<file path="src/rtl/flick_conditioner_if.sv">
// ============================================================================
// Module  : flick_conditioner_if
// Purpose : Button-side and flasher-side signals of the flick conditioner.
// Revision: 1.0 - initial release
// ============================================================================
`default_nettype none

interface flick_conditioner_if;
   logic       flick_raw;
   logic       flick_pulse;
   logic       flick_level;
   logic [7:0] press_count;

   modport master (
      output flick_raw,
      input  flick_pulse,
      input  flick_level,
      input  press_count
   );

   modport slave (
      input  flick_raw,
      output flick_pulse,
      output flick_level,
      output press_count
   );
endinterface

`default_nettype wire

</file>
<file path="src/rtl/flick_conditioner.sv">
// ============================================================================
// Module  : flick_conditioner
// Purpose : Synchronises and debounces the flick button into a one-cycle pulse.
// Revision: 1.0 - initial release
// ============================================================================
`default_nettype none

module flick_conditioner #(
   parameter int SYNC_STAGES     = 2,
   parameter int DEBOUNCE_CYCLES = 16,
   parameter int CNT_W           = 5
) (
   input  logic                clk,
   input  logic                rst,
   flick_conditioner_if.slave  flick_if
);

   typedef enum logic [1:0] {
      S_IDLE        = 2'd0,
      S_PRESS_CHK   = 2'd1,
      S_HELD        = 2'd2,
      S_RELEASE_CHK = 2'd3
   } state_t;

   localparam logic [CNT_W-1:0] c_cnt_last = CNT_W'(DEBOUNCE_CYCLES - 1);
   localparam logic [7:0]       c_cnt_max  = 8'hFF;

   logic [SYNC_STAGES-1:0] sync_q;
   state_t                 state_q;
   logic [CNT_W-1:0]       cnt_q;
   logic                   pulse_q;
   logic                   level_q;
   logic [7:0]             count_q;
   logic                   w_sync;

   assign w_sync = sync_q[SYNC_STAGES-1];

   always_ff @(posedge clk) begin
      if (rst) begin
         sync_q  <= '0;
         state_q <= S_IDLE;
         cnt_q   <= '0;
         pulse_q <= 1'b0;
         level_q <= 1'b0;
         count_q <= '0;
      end else begin
         sync_q  <= {sync_q[SYNC_STAGES-2:0], flick_if.flick_raw};
         pulse_q <= 1'b0;
         case (state_q)
            S_IDLE: begin
               level_q <= 1'b0;
               if (w_sync) begin
                  state_q <= S_PRESS_CHK;
                  cnt_q   <= '0;
               end
            end
            S_PRESS_CHK: begin
               // Any low sample inside the window rejects the press as bounce.
               if (!w_sync) begin
                  state_q <= S_IDLE;
               end else if (cnt_q == c_cnt_last) begin
                  state_q <= S_HELD;
                  pulse_q <= 1'b1;
                  level_q <= 1'b1;
                  if (count_q != c_cnt_max) begin
                     count_q <= count_q + 8'd1;
                  end
               end else begin
                  cnt_q <= cnt_q + 1'b1;
               end
            end
            S_HELD: begin
               if (!w_sync) begin
                  state_q <= S_RELEASE_CHK;
                  cnt_q   <= '0;
               end
            end
            S_RELEASE_CHK: begin
               if (w_sync) begin
                  state_q <= S_HELD;
               end else if (cnt_q == c_cnt_last) begin
                  state_q <= S_IDLE;
                  level_q <= 1'b0;
               end else begin
                  cnt_q <= cnt_q + 1'b1;
               end
            end
            default: state_q <= S_IDLE;
         endcase
      end
   end

   assign flick_if.flick_pulse = pulse_q;
   assign flick_if.flick_level = level_q;
   assign flick_if.press_count = count_q;

endmodule

`default_nettype wire

</file>
<file path="src/flat_wrapper.sv">
// flat-port wrapper written by rule: the top's interface ports become plain ports
module flick_conditioner_flat 
#(
   parameter int SYNC_STAGES     = 2,
   parameter int DEBOUNCE_CYCLES = 16,
   parameter int CNT_W           = 5
)
  (clk, rst, flick_if_flick_raw, flick_if_flick_pulse, flick_if_flick_level, flick_if_press_count);
  flick_conditioner_if flick_if_i ();
  input  logic clk;
  input  logic rst;
  input wire logic [$bits(flick_if_i.flick_raw)-1:0] flick_if_flick_raw;
  output wire logic [$bits(flick_if_i.flick_pulse)-1:0] flick_if_flick_pulse;
  output wire logic [$bits(flick_if_i.flick_level)-1:0] flick_if_flick_level;
  output wire logic [$bits(flick_if_i.press_count)-1:0] flick_if_press_count;
  assign flick_if_i.flick_raw = flick_if_flick_raw;
  assign flick_if_flick_pulse = flick_if_i.flick_pulse;
  assign flick_if_flick_level = flick_if_i.flick_level;
  assign flick_if_press_count = flick_if_i.press_count;
  flick_conditioner #(.SYNC_STAGES(SYNC_STAGES), .DEBOUNCE_CYCLES(DEBOUNCE_CYCLES), .CNT_W(CNT_W)) u_core (.clk(clk), .rst(rst), .flick_if(flick_if_i));
endmodule
</file>
<file path="config.mk">
export PLATFORM = sky130hd
export DESIGN_NAME = flick_conditioner_flat
export DESIGN_NICKNAME = d
export VERILOG_FILES = /design/src/rtl/flick_conditioner_if.sv /design/src/rtl/flick_conditioner.sv /design/src/flat_wrapper.sv
export SDC_FILE = /design/constraint.sdc
export NUM_CORES = 1
export LEC_CHECK = 0
export CAP_MARGIN = 0
export CORE_MARGIN = 2
export CORE_UTILIZATION = 40
export CTS_BUF_LIST = sky130_fd_sc_hd__clkbuf_16
export CTS_CLUSTER_SIZE = 25
export DETAILED_ROUTE_END_ITERATION = 8
export HOLD_SLACK_MARGIN = 0.1
export SLEW_MARGIN = 20
export SYNTH_ARGS = -nofsm -noshare
export SYNTH_HDL_FRONTEND = slang
export SYNTH_SLANG_ARGS = --single-unit
</file>
<file path="constraint.sdc">
create_clock -name clk -period 2.05 [get_ports clk]
set_clock_uncertainty 0.05 [all_clocks]
set_input_delay 0.3075 -clock clk [delete_from_list [all_inputs] [get_ports clk]]
set_output_delay 0.3075 -clock clk [all_outputs]
set_load 0.01 [all_outputs]
</file>
## Yosys cells after proc, flatten, opt, wreduce, memory -nomap -nowiden

Cells that the tools add are included.

- Bits in registers: 19
- Latch bits: 0
- RAM bits: 0
- Bits in read-only memories: 0
- Input port bits: 3
- Output and inout port bits: 10
- Logic and storage cells: 49
- Memories: 0

- Add/subtract/negate cells: 2
- Multiply operators: 0
- Div/mod/pow operators: 0
- Order comparisons: 0
- Eq/ne operators: 13
- Shifts and indexed selects: 0
- Multiplexer cells: 19
- Bitwise operators: 2
- Reduce and logical (&&, ||, !) cells: 7

Operators with widths:

| kind | count |
|---|---|
| 5-bit two-way mux | 5 |
| 5-bit case mux with 4 select lines | 1 |
| 2-bit two-way mux | 6 |
| 4-bit AND reduction | 3 |
| 8-bit by 1-bit adder with 8-bit output (second input constant) | 1 |
| 2-bit by 1-bit inequality test with 1-bit output (second input constant) | 4 |
| 8-bit inequality test (second input constant) | 1 |
| 2-bit case mux with 4 select lines | 1 |
| 5-bit by 1-bit adder with 5-bit output (second input constant) | 1 |
| 5-bit by 4-bit equality test with 1-bit output (second input constant) | 1 |
| 1-bit two-way mux | 5 |
| 5-bit AND reduction | 1 |
| 2-bit equality test (second input constant) | 2 |
| 2-bit inequality test (second input constant) | 2 |
| 3-bit by 1-bit inequality test with 1-bit output (second input constant) | 1 |
| 3-bit inequality test (second input constant) | 1 |
| 1-bit case mux with 3 select lines | 1 |
| 3-bit nonzero test | 1 |
| 3-bit OR reduction | 1 |
| 2-bit by 1-bit equality test with 1-bit output (second input constant) | 1 |
| 2-bit zero test | 1 |
| 1-bit inverter | 2 |

## Depth between registers and ports, before layout

Gate-level depths: netlist of run 1.

- Word-level depth: 4
- Gate-level depth with buffers: 8
- Mapped depth without buffers: 7

## Least setup slack after synthesis of run 1

OpenSTA, ideal clock, no wires.

- Path type: reg-to-reg
- From: register u_core.cnt_q[0]
- To: register u_core.count_q[6], in the netlist u_core.flick_if.press_count[6]
- Setup time: 0.131 ns
- Arrival: 1.673 ns
- Required time: 1.869 ns
- Setup slack: 0.196 ns
- Cell stages (with the launch flop): 9
- Path buffers: 1
- Clock period less this slack: 1.854 ns
- Cells stage by stage: dfxtp_1 -> ha_1 -> and3_1 -> ha_1 -> and4b_1 -> buf_2 -> o21ai_2 -> o311ai_2 -> o41ai_2

- Longest elaborated chain between the ends: 2

Ends and longest elaborated chain:

| item | line | source |
|---|---|---|
| start: declaration | flick_conditioner.sv:30 | `logic [CNT_W-1:0] cnt_q;` |
| start signal: assignment | flick_conditioner.sv:69 | `cnt_q <= cnt_q + 1'b1;` |
| start signal: assignment | flick_conditioner.sv:85 | `cnt_q <= cnt_q + 1'b1;` |
| 5-bit by 4-bit equality test with 1-bit output | flick_conditioner.sv:61 | `end else if (cnt_q == c_cnt_last) begin` |
| 4-bit AND reduction (no source line) | n/a |  |
| end signal: assignment | flick_conditioner.sv:66 | `count_q <= count_q + 8'd1;` |
| end: declaration | flick_conditioner.sv:33 | `logic [7:0] count_q;` |

Every way passes these cells.
A chain may end at the register's enable or synchronous reset.

## Worst setup path after layout of run 1

Ends and elaborated chain as after synthesis.

==> reports/metrics.csv, run 1 <==
stage,metric,value,unit
status,status,"finished, final reports clean",
worst_setup_path,Reg-to-Reg Start,u_core.cnt_q[0]$_SDFFE_PP0P_,
placement,pre-CTS WS,0.0809,ns
worst_setup_path,CP most frequent cell,ha_1,
logic_synthesis,Synth top area share,0.427,
floorplan,die height,51.2,um
worst_setup_path,cell chain of the critical path,ha_1 > and3_1 > ha_1 > and4b_2 > o21ai_2 > o311ai_2 > o41ai_2,
placement,Placed Area,1040,um2
cells_and_area,area grow syn2layout,26.0,%
logic_synthesis,Mapped Cells,93,
logic_synthesis,Commonest cells post-synth,"dfxtp_1 (19), nor2_1 (12), xor2_1 (6)",
timing,fin. max-slew vios,0,
clocking,postcts setup bufs,0,
logic_synthesis,"top cells by area, synth","dfxtp_1 (43%), xor2_1 (5.9%), ha_1 (5.6%), nor2_1 (5.1%), o211ai_1 (2.5%)",
run,Max Cap Viol,0,
timing,Highest Clock Rate,521,MHz
timing,endpoints failing hold,0,
logic_synthesis,count of cell types in the netlist,34,
logic_synthesis,"Primary FF master, synth",dfxtp_1,
route,DRT Pass-1 Iters,3,
logic_synthesis,most common cell in the netlist,dfxtp_1,
clocking,Clock transition at path regs,0.05,ns
clocking,CTS tree,built,
floorplan,die area,2620,um2
placement,Buffers on Ports,12,
timing,setup violators final,0,
worst_setup_path,Crit path arrival time,1.99,ns
cells_and_area,fin nets,115,
timing,Setup TNS Final,0,ns
logic_synthesis,yosys warns,0,
clocking,clk_lat worst skew,0.25,ns
global_route,grt ovf,0,
worst_setup_path,reg-to-reg critical path endpoint,u_core.flick_if.press_count[6]$_SDFFE_PP0P_,
clocking,Bufs on Longest Clock Path,2,
timing,Max transition margin,0.655,
logic_synthesis,Post-synth EDFFs,0,
route,via-per-instance ratio,5.13,
worst_setup_path,critical path capture point type,flip-flop,
floorplan,IO Pins,13,
timing,worst slew pin tran,0.513,ns
logic_synthesis,post-synthesis sequential area ratio,0.427,
cells_and_area,final core occ,0.522,
timing,ratio of final minimum period to clock period,0.937,
cells_and_area,Ant. Diodes,0,
logic_synthesis,Post-Syn Area,891,um2
worst_setup_path,CP Buf/Inv Count,0,
timing,Period minus WS final,1.92,ns
global_route,first-pass GRT wire length,2770,um
route,DR iter-0 viols,6,
floorplan,die width,51.2,um
logic_synthesis,async set-or-reset flop fraction in the synthesized netlist,0,
floorplan,core area,2150,um2
hold_path,Hold Path Depth,1,
route,remaining routing DRC violations,0,
route,WL final,1600,um
clocking,TritonCTS buffer count,3,
route,vias,692,
worst_setup_path,CP max-delay cell,dfxtp_1,
clocking,Sink Count,19,
global_route,largest net degree at the start of global routing,20,
logic_synthesis,syn_nets,100,
floorplan,Starting Density,0.415,
clocking,CTS Root Cell,clkbuf_16,
cells_and_area,layout cells sized above 1,0.131,
logic_synthesis,synthesized area per cell,9.58,um2
global_route,initial antenna violation count,0,
worst_setup_path,worst setup path category,flip-flop to flip-flop,
route,Detail Route Antenna Nets,0,
worst_setup_path,startpoint types,flip-flop,
cells_and_area,design area,1120,um2
timing,unrepaired setup endpoints after global routing,false,
route,Routed WL per cell,11.9,um
clocking,H-tree levels,1,
floorplan,row cnt,17,
hold_path,Hold WC Path Type,flip-flop to flip-flop,
placement,DP Wirelength,1120,um
pwr,PD cells,704,nW/um2
worst_setup_path,depth of the most critical reg-to-reg path,7,
pwr,worst vdd ir,0.521,mV
timing,"Worst Setup Slack, final",0.129,ns
worst_setup_path,Worst path max stage delay,0.37,ns
logic_synthesis,"area leader, netlist",dfxtp_1,
pwr,Leak Pwr,0.421,nW
global_route,All-Layer GR Usage,0.145,
hold_path,Hold Startpoint,u_core.sync_q[0]$_SDFF_PP0_,
logic_synthesis,post-synthesis register bit count,19,
worst_setup_path,Worst R2R Setup Slack,0.13,ns
worst_setup_path,Crit path max-delay family,simple AND/OR/NAND/NOR gates,
timing,Fin Hold WS,0.386,ns
global_route,vias in the first global route,648,
hold_path,Hold EP,u_core.sync_q[1]$_SDFF_PP0_,
worst_setup_path,worst-path fanout max,6,
worst_setup_path,Crit path required time,2.12,ns
placement,final RePlAce weighted congestion,0.722,
==> power breakdown <==
part / switching (mW) / total (mW) / internal [mW]
clock network: 0.135 / 0.396 / 0.261
logic: 0.00986 / 0.0192 / 0.00930
registers: 0.00271 / 0.375 / 0.372
total: 0.148 / 0.790 / 0.643
==> how the worst max path moves through the flow <==
stage / start / end / slack [ns] / depth (start not counted)
after global routing: u_core.cnt_q[0]$_SDFFE_PP0P_ / u_core.flick_if.press_count[6]$_SDFFE_PP0P_ / 0.006 / 7
final: u_core.cnt_q[0]$_SDFFE_PP0P_ / u_core.flick_if.press_count[6]$_SDFFE_PP0P_ / 0.13 / 7
after global placement: u_core.cnt_q[0]$_SDFFE_PP0P_ / u_core.flick_if.press_count[6]$_SDFFE_PP0P_ / 0.18 / 7
after CTS: u_core.cnt_q[0]$_SDFFE_PP0P_ / u_core.flick_if.press_count[6]$_SDFFE_PP0P_ / 0.07 / 7
after floorplan: u_core.cnt_q[0]$_SDFFE_PP0P_ / u_core.flick_if.press_count[6]$_SDFFE_PP0P_ / 0.20 / 8
after detailed placement: u_core.cnt_q[0]$_SDFFE_PP0P_ / u_core.flick_if.press_count[6]$_SDFFE_PP0P_ / 0.08 / 7
==> layer usage <==
metal	vias up	track usage	part of all wire	routed length, um
met4	0	0.0946	0.019	31
met1	321	0.159	0.46	742
met5	-	0	0	0
li1	359	-	-	-
met2	8	0.251	0.49	787
met3	4	0.0292	0.026	42
==> sequential cells by signal, summed over array words and instances (netlist names), named ones only <==
register,count
u_core.cnt_q,5
u_core.flick_if.flick_level,1
u_core.flick_if.flick_pulse,1
u_core.flick_if.press_count,8
u_core.state_q,1
u_core.sync_q,2
==> layout make-up <==
class | instances | area (um2)
Tap cell | 28 | 35.0
Multi-Input combinational cell | 66 | 477
Fill cell | 209 | 1030
Inverter | 4 | 15.0
Clock buffer | 3 | 75.1
Clock inverter | 1 | 5.00
Timing Repair Buffer | 14 | 135
Sequential cell | 19 | 380
==> cell families after synthesis <==
family / count (synthesis) / share of synthesized area
adders and majority gates: 4 / 0.0562
AOI/OAI and AO/OA: 19 / 0.170
muxes: 2 / 0.0225
xor gates and xnor gates: 7 / 0.0688
buffers and inverters: 8 / 0.0393
DFF: 19 / 0.427
and+or+nand+nor: 34 / 0.216
==> cell usage in the layout, fill, tap and decap left out <==
cell | synthesis | routed
nand2_1 | 4 | 4
o2111ai_1 | 1 | 1
and2_1 | 1 | 1
a2111oi_0 | 1 | 1
o21ai_2 | 1 | 1
a22oi_1 | 2 | 2
dfxtp_1 | 19 | 19
o211ai_1 | 3 | 3
o311ai_2 | 1 | 1
nand4_1 | 1 | 1
or2_2 | 1 | 1
ha_1 | 4 | 4
nor2b_1 | 2 | 2
a21boi_0 | 1 | 1
nor4b_1 | 2 | 2
buf_4 | 1 | 2
clkdlybuf4s50_1 | 0 | 12
nand3b_1 | 1 | 1
xnor2_1 | 1 | 1
nand4b_1 | 2 | 2
nor2_1 | 12 | 12
mux2i_1 | 2 | 2
o21ai_0 | 2 | 2
xor2_1 | 6 | 6
and4b_2 | 0 | 1
clkbuf_16 | 0 | 3
o41ai_2 | 1 | 1
a21o_2 | 2 | 2
and3_1 | 3 | 3
clkinv_2 | 0 | 1
nor3b_2 | 1 | 1
nand3_1 | 2 | 2
inv_1 | 4 | 4
nor3b_1 | 1 | 1
a21oi_1 | 4 | 4
==> stage by stage <==
stage               total power [mW]  instances
floorplan                      0.395         93
global placement               0.402        131
detailed placement             0.402        131
CTS                            0.804        135
global route                   0.821        135
finish                         0.790        135
==> timing repair <==
action | CTS | global route
resized for setup | 0 | 1
hold endpoints to repair | 0 | 0
hold buffers | 0 | 0
endpoints found under the setup margin | 0 | 1
(Power assumes the default switching activity.)
==> run 2: changes to the inputs <==
MAX_ROUTING_LAYER = met4   (was unset)
RECOVER_POWER = 25   (was unset)
REMOVE_ABC_BUFFERS = 1   (was unset)
==> run 2 against run 1 <==
Against the previous run:
- critical path depth stayed put
- clock-buffer cell count stayed put
- design area is 0.33% higher
- final cell count is 0.74% higher
- sequential cell count stayed put
- sequential power hardly changed
- highest routed layer unchanged
- maximum frequency is 2.7% higher
- first-iteration DRC count stayed put
- via count is 1.4% lower
==> reports/metrics.csv, run 2 (synthesis results as in run 1) <==
stage,metric,value,unit
route,DR iter-0 viols,6,
cells_and_area,area grow syn2layout,26.4,%
floorplan,row cnt,17,
pwr,PD cells,700,nW/um2
global_route,All-Layer GR Usage,0.144,
route,remaining routing DRC violations,0,
pwr,sw frac,0.187,
cells_and_area,fin nets,116,
worst_setup_path,cell chain of the critical path,ha_1 > and3_1 > ha_2 > and4b_1 > o21ai_2 > o311ai_2 > o41ai_2,
global_route,first-pass GRT wire length,2790,um
floorplan,die height,51.2,um
worst_setup_path,Crit path required time,2.13,ns
pwr,Gate power share,0.024,
timing,worst slew pin tran,0.503,ns
clocking,hold buffers post-CTS,0,
timing,Period minus WS final,1.87,ns
hold_path,Hold WC Path Type,flip-flop to flip-flop,
timing,Highest Clock Rate,535,MHz
floorplan,die area,2620,um2
route,DRT Pass-1 Iters,4,
pwr,net switching power,148,uW
pwr,Seq pwr share,0.475,
cells_and_area,layout cells sized above 1,0.120,
worst_setup_path,CP Buf/Inv Count,0,
pwr,worst vdd ir,0.410,mV
cells_and_area,Ant. Diodes,0,
run,Max Cap Viol,0,
route,via-per-instance ratio,5.01,
global_route,largest net degree at the start of global routing,11,
route,Detail Route Antenna Nets,0,
clocking,Sink Count,19,
cells_and_area,design area,1130,um2
clocking,Clock transition at path regs,0.06,ns
floorplan,core area,2150,um2
pwr,clock share of power,0.500,
clocking,Bufs on Longest Clock Path,2,
timing,Max transition margin,0.662,
clocking,CTS tree,built,
worst_setup_path,worst-path fanout max,5,
clocking,postcts setup bufs,0,
route,Routed WL per cell,11.5,um
worst_setup_path,worst setup path category,flip-flop to flip-flop,
pwr,Leak Pwr,0.434,nW
route,vias,682,
floorplan,IO Pins,13,
timing,ratio of final minimum period to clock period,0.912,
global_route,grt ovf,0,
floorplan,Starting Density,0.415,
global_route,M2 GR Usage,0.210,
global_route,grt met3 use,0.0263,
placement,Placed Area,1050,um2
cells_and_area,max reg flops,8,
timing,Setup TNS Final,0,ns
route,WL final,1570,um
worst_setup_path,Crit path arrival time,1.95,ns
global_route,initial antenna violation count,0,
timing,Fin Hold WS,0.403,ns
worst_setup_path,CP max-delay cell,dfxtp_1,
worst_setup_path,Crit path max-delay family,compound AO/OA/AOI/OAI gates,
worst_setup_path,Worst path max stage delay,0.37,ns
timing,unrepaired setup endpoints after global routing,false,
cells_and_area,most frequent cells in the layout,"dfxtp_1 (19), nor2_1 (12), clkdlybuf4s50_1 (8), xor2_1 (6), inv_1 (5)",
clocking,TritonCTS buffer count,3,
global_route,M1 GR Usage,0.194,
floorplan,die width,51.2,um
timing,fin. max-slew vios,0,
worst_setup_path,startpoint types,flip-flop,
status,status,"finished, final reports clean",
pwr,post-layout power,788,uW
pwr,Int Power,640,uW
global_route,vias in the first global route,665,
placement,Buffers on Ports,12,
global_route,most used routing layer,met2,
cells_and_area,"most common cell after layout, fill and taps aside",dfxtp_1,
timing,endpoints failing hold,0,
clocking,clk_lat worst skew,0.25,ns
worst_setup_path,critical path capture point type,flip-flop,
timing,setup violators final,0,
clocking,CTS resizes,0,
placement,final RePlAce weighted congestion,0.763,
clocking,CTS Root Cell,clkbuf_16,
placement,DP Wirelength,1170,um
clocking,H-tree levels,1,
## run 2: cell types whose count changed in the layout (fill, tap and decap cells not counted), sizes merged
| cell | change |
|---|---|
| dlygate4sd3 | +4 |
| clkdlybuf4s50 | -4 |
| inv | +1 |
| clkbuf | +1 |
| clkinv | -1 |
## run 2: metrics by stage
stage           util  std cells  setup WS [ns]
2_1_floorplan      -         89          0.195
3_3_place_gp   0.488        132          0.198
3_5_place_dp   0.488        132          0.159
4_1_cts        0.525        136          0.145
5_1_grt        0.524        136         0.0159
6_report       0.524        136          0.180
## run 2: area by class of cell
| class | instances | area (um2) |
|---|---|---|
| fillers | 196 | 1020 |
| multi-input cells | 66 | 478 |
| flip-flops and latches | 19 | 380 |
| inverters | 4 | 15.0 |
| clock buffers | 3 | 75.1 |
| well taps | 28 | 35.0 |
| repair buffers | 15 | 139 |
| clock inverters | 1 | 3.75 |
## run 2: routing by layer
| metal | wire length (um) | vias to the layer above | share of wire |
|---|---|---|---|
| met4 | 16 | 0 | 0.010 |
| met5 | 0 | - | 0 |
| met2 | 667 | 9 | 0.43 |
| met3 | 43 | 2 | 0.027 |
| met1 | 839 | 309 | 0.54 |
| li1 | - | 362 | - |
## run 2: path summary, 6_finish.rpt
check / startpoint / endpoint / slack (ns) / cells past startpoint
setup reg to reg: u_core.cnt_q[0]$_SDFFE_PP0P_ / u_core.flick_if.press_count[6]$_SDFFE_PP0P_ / 0.18 / 7
hold / removal: u_core.sync_q[0]$_SDFF_PP0_ / u_core.sync_q[1]$_SDFF_PP0_ / 0.40 / 1
setup / recovery: u_core.cnt_q[0]$_SDFFE_PP0P_ / u_core.flick_if.press_count[6]$_SDFFE_PP0P_ / 0.18 / 7
hold reg to reg: u_core.sync_q[0]$_SDFF_PP0_ / u_core.sync_q[1]$_SDFF_PP0_ / 0.40 / 1
## run 2: power groups by stage
stage,Sequential [mW],Combinational [mW],Clock (mW)
after floorplan,0.382,0.00782,0
after CTS,0.374,0.0209,0.404
after detailed placement,0.382,0.0209,0
after global routing,0.375,0.0212,0.420
final,0.375,0.0193,0.394
after global placement,0.382,0.0206,0
==> run 3: changes to the inputs <==
HOLD_SLACK_MARGIN = 0.03   (was 0.1)
==> results of run 3 <==
The final DEF is identical to that of run 2; final timing and power are the same.
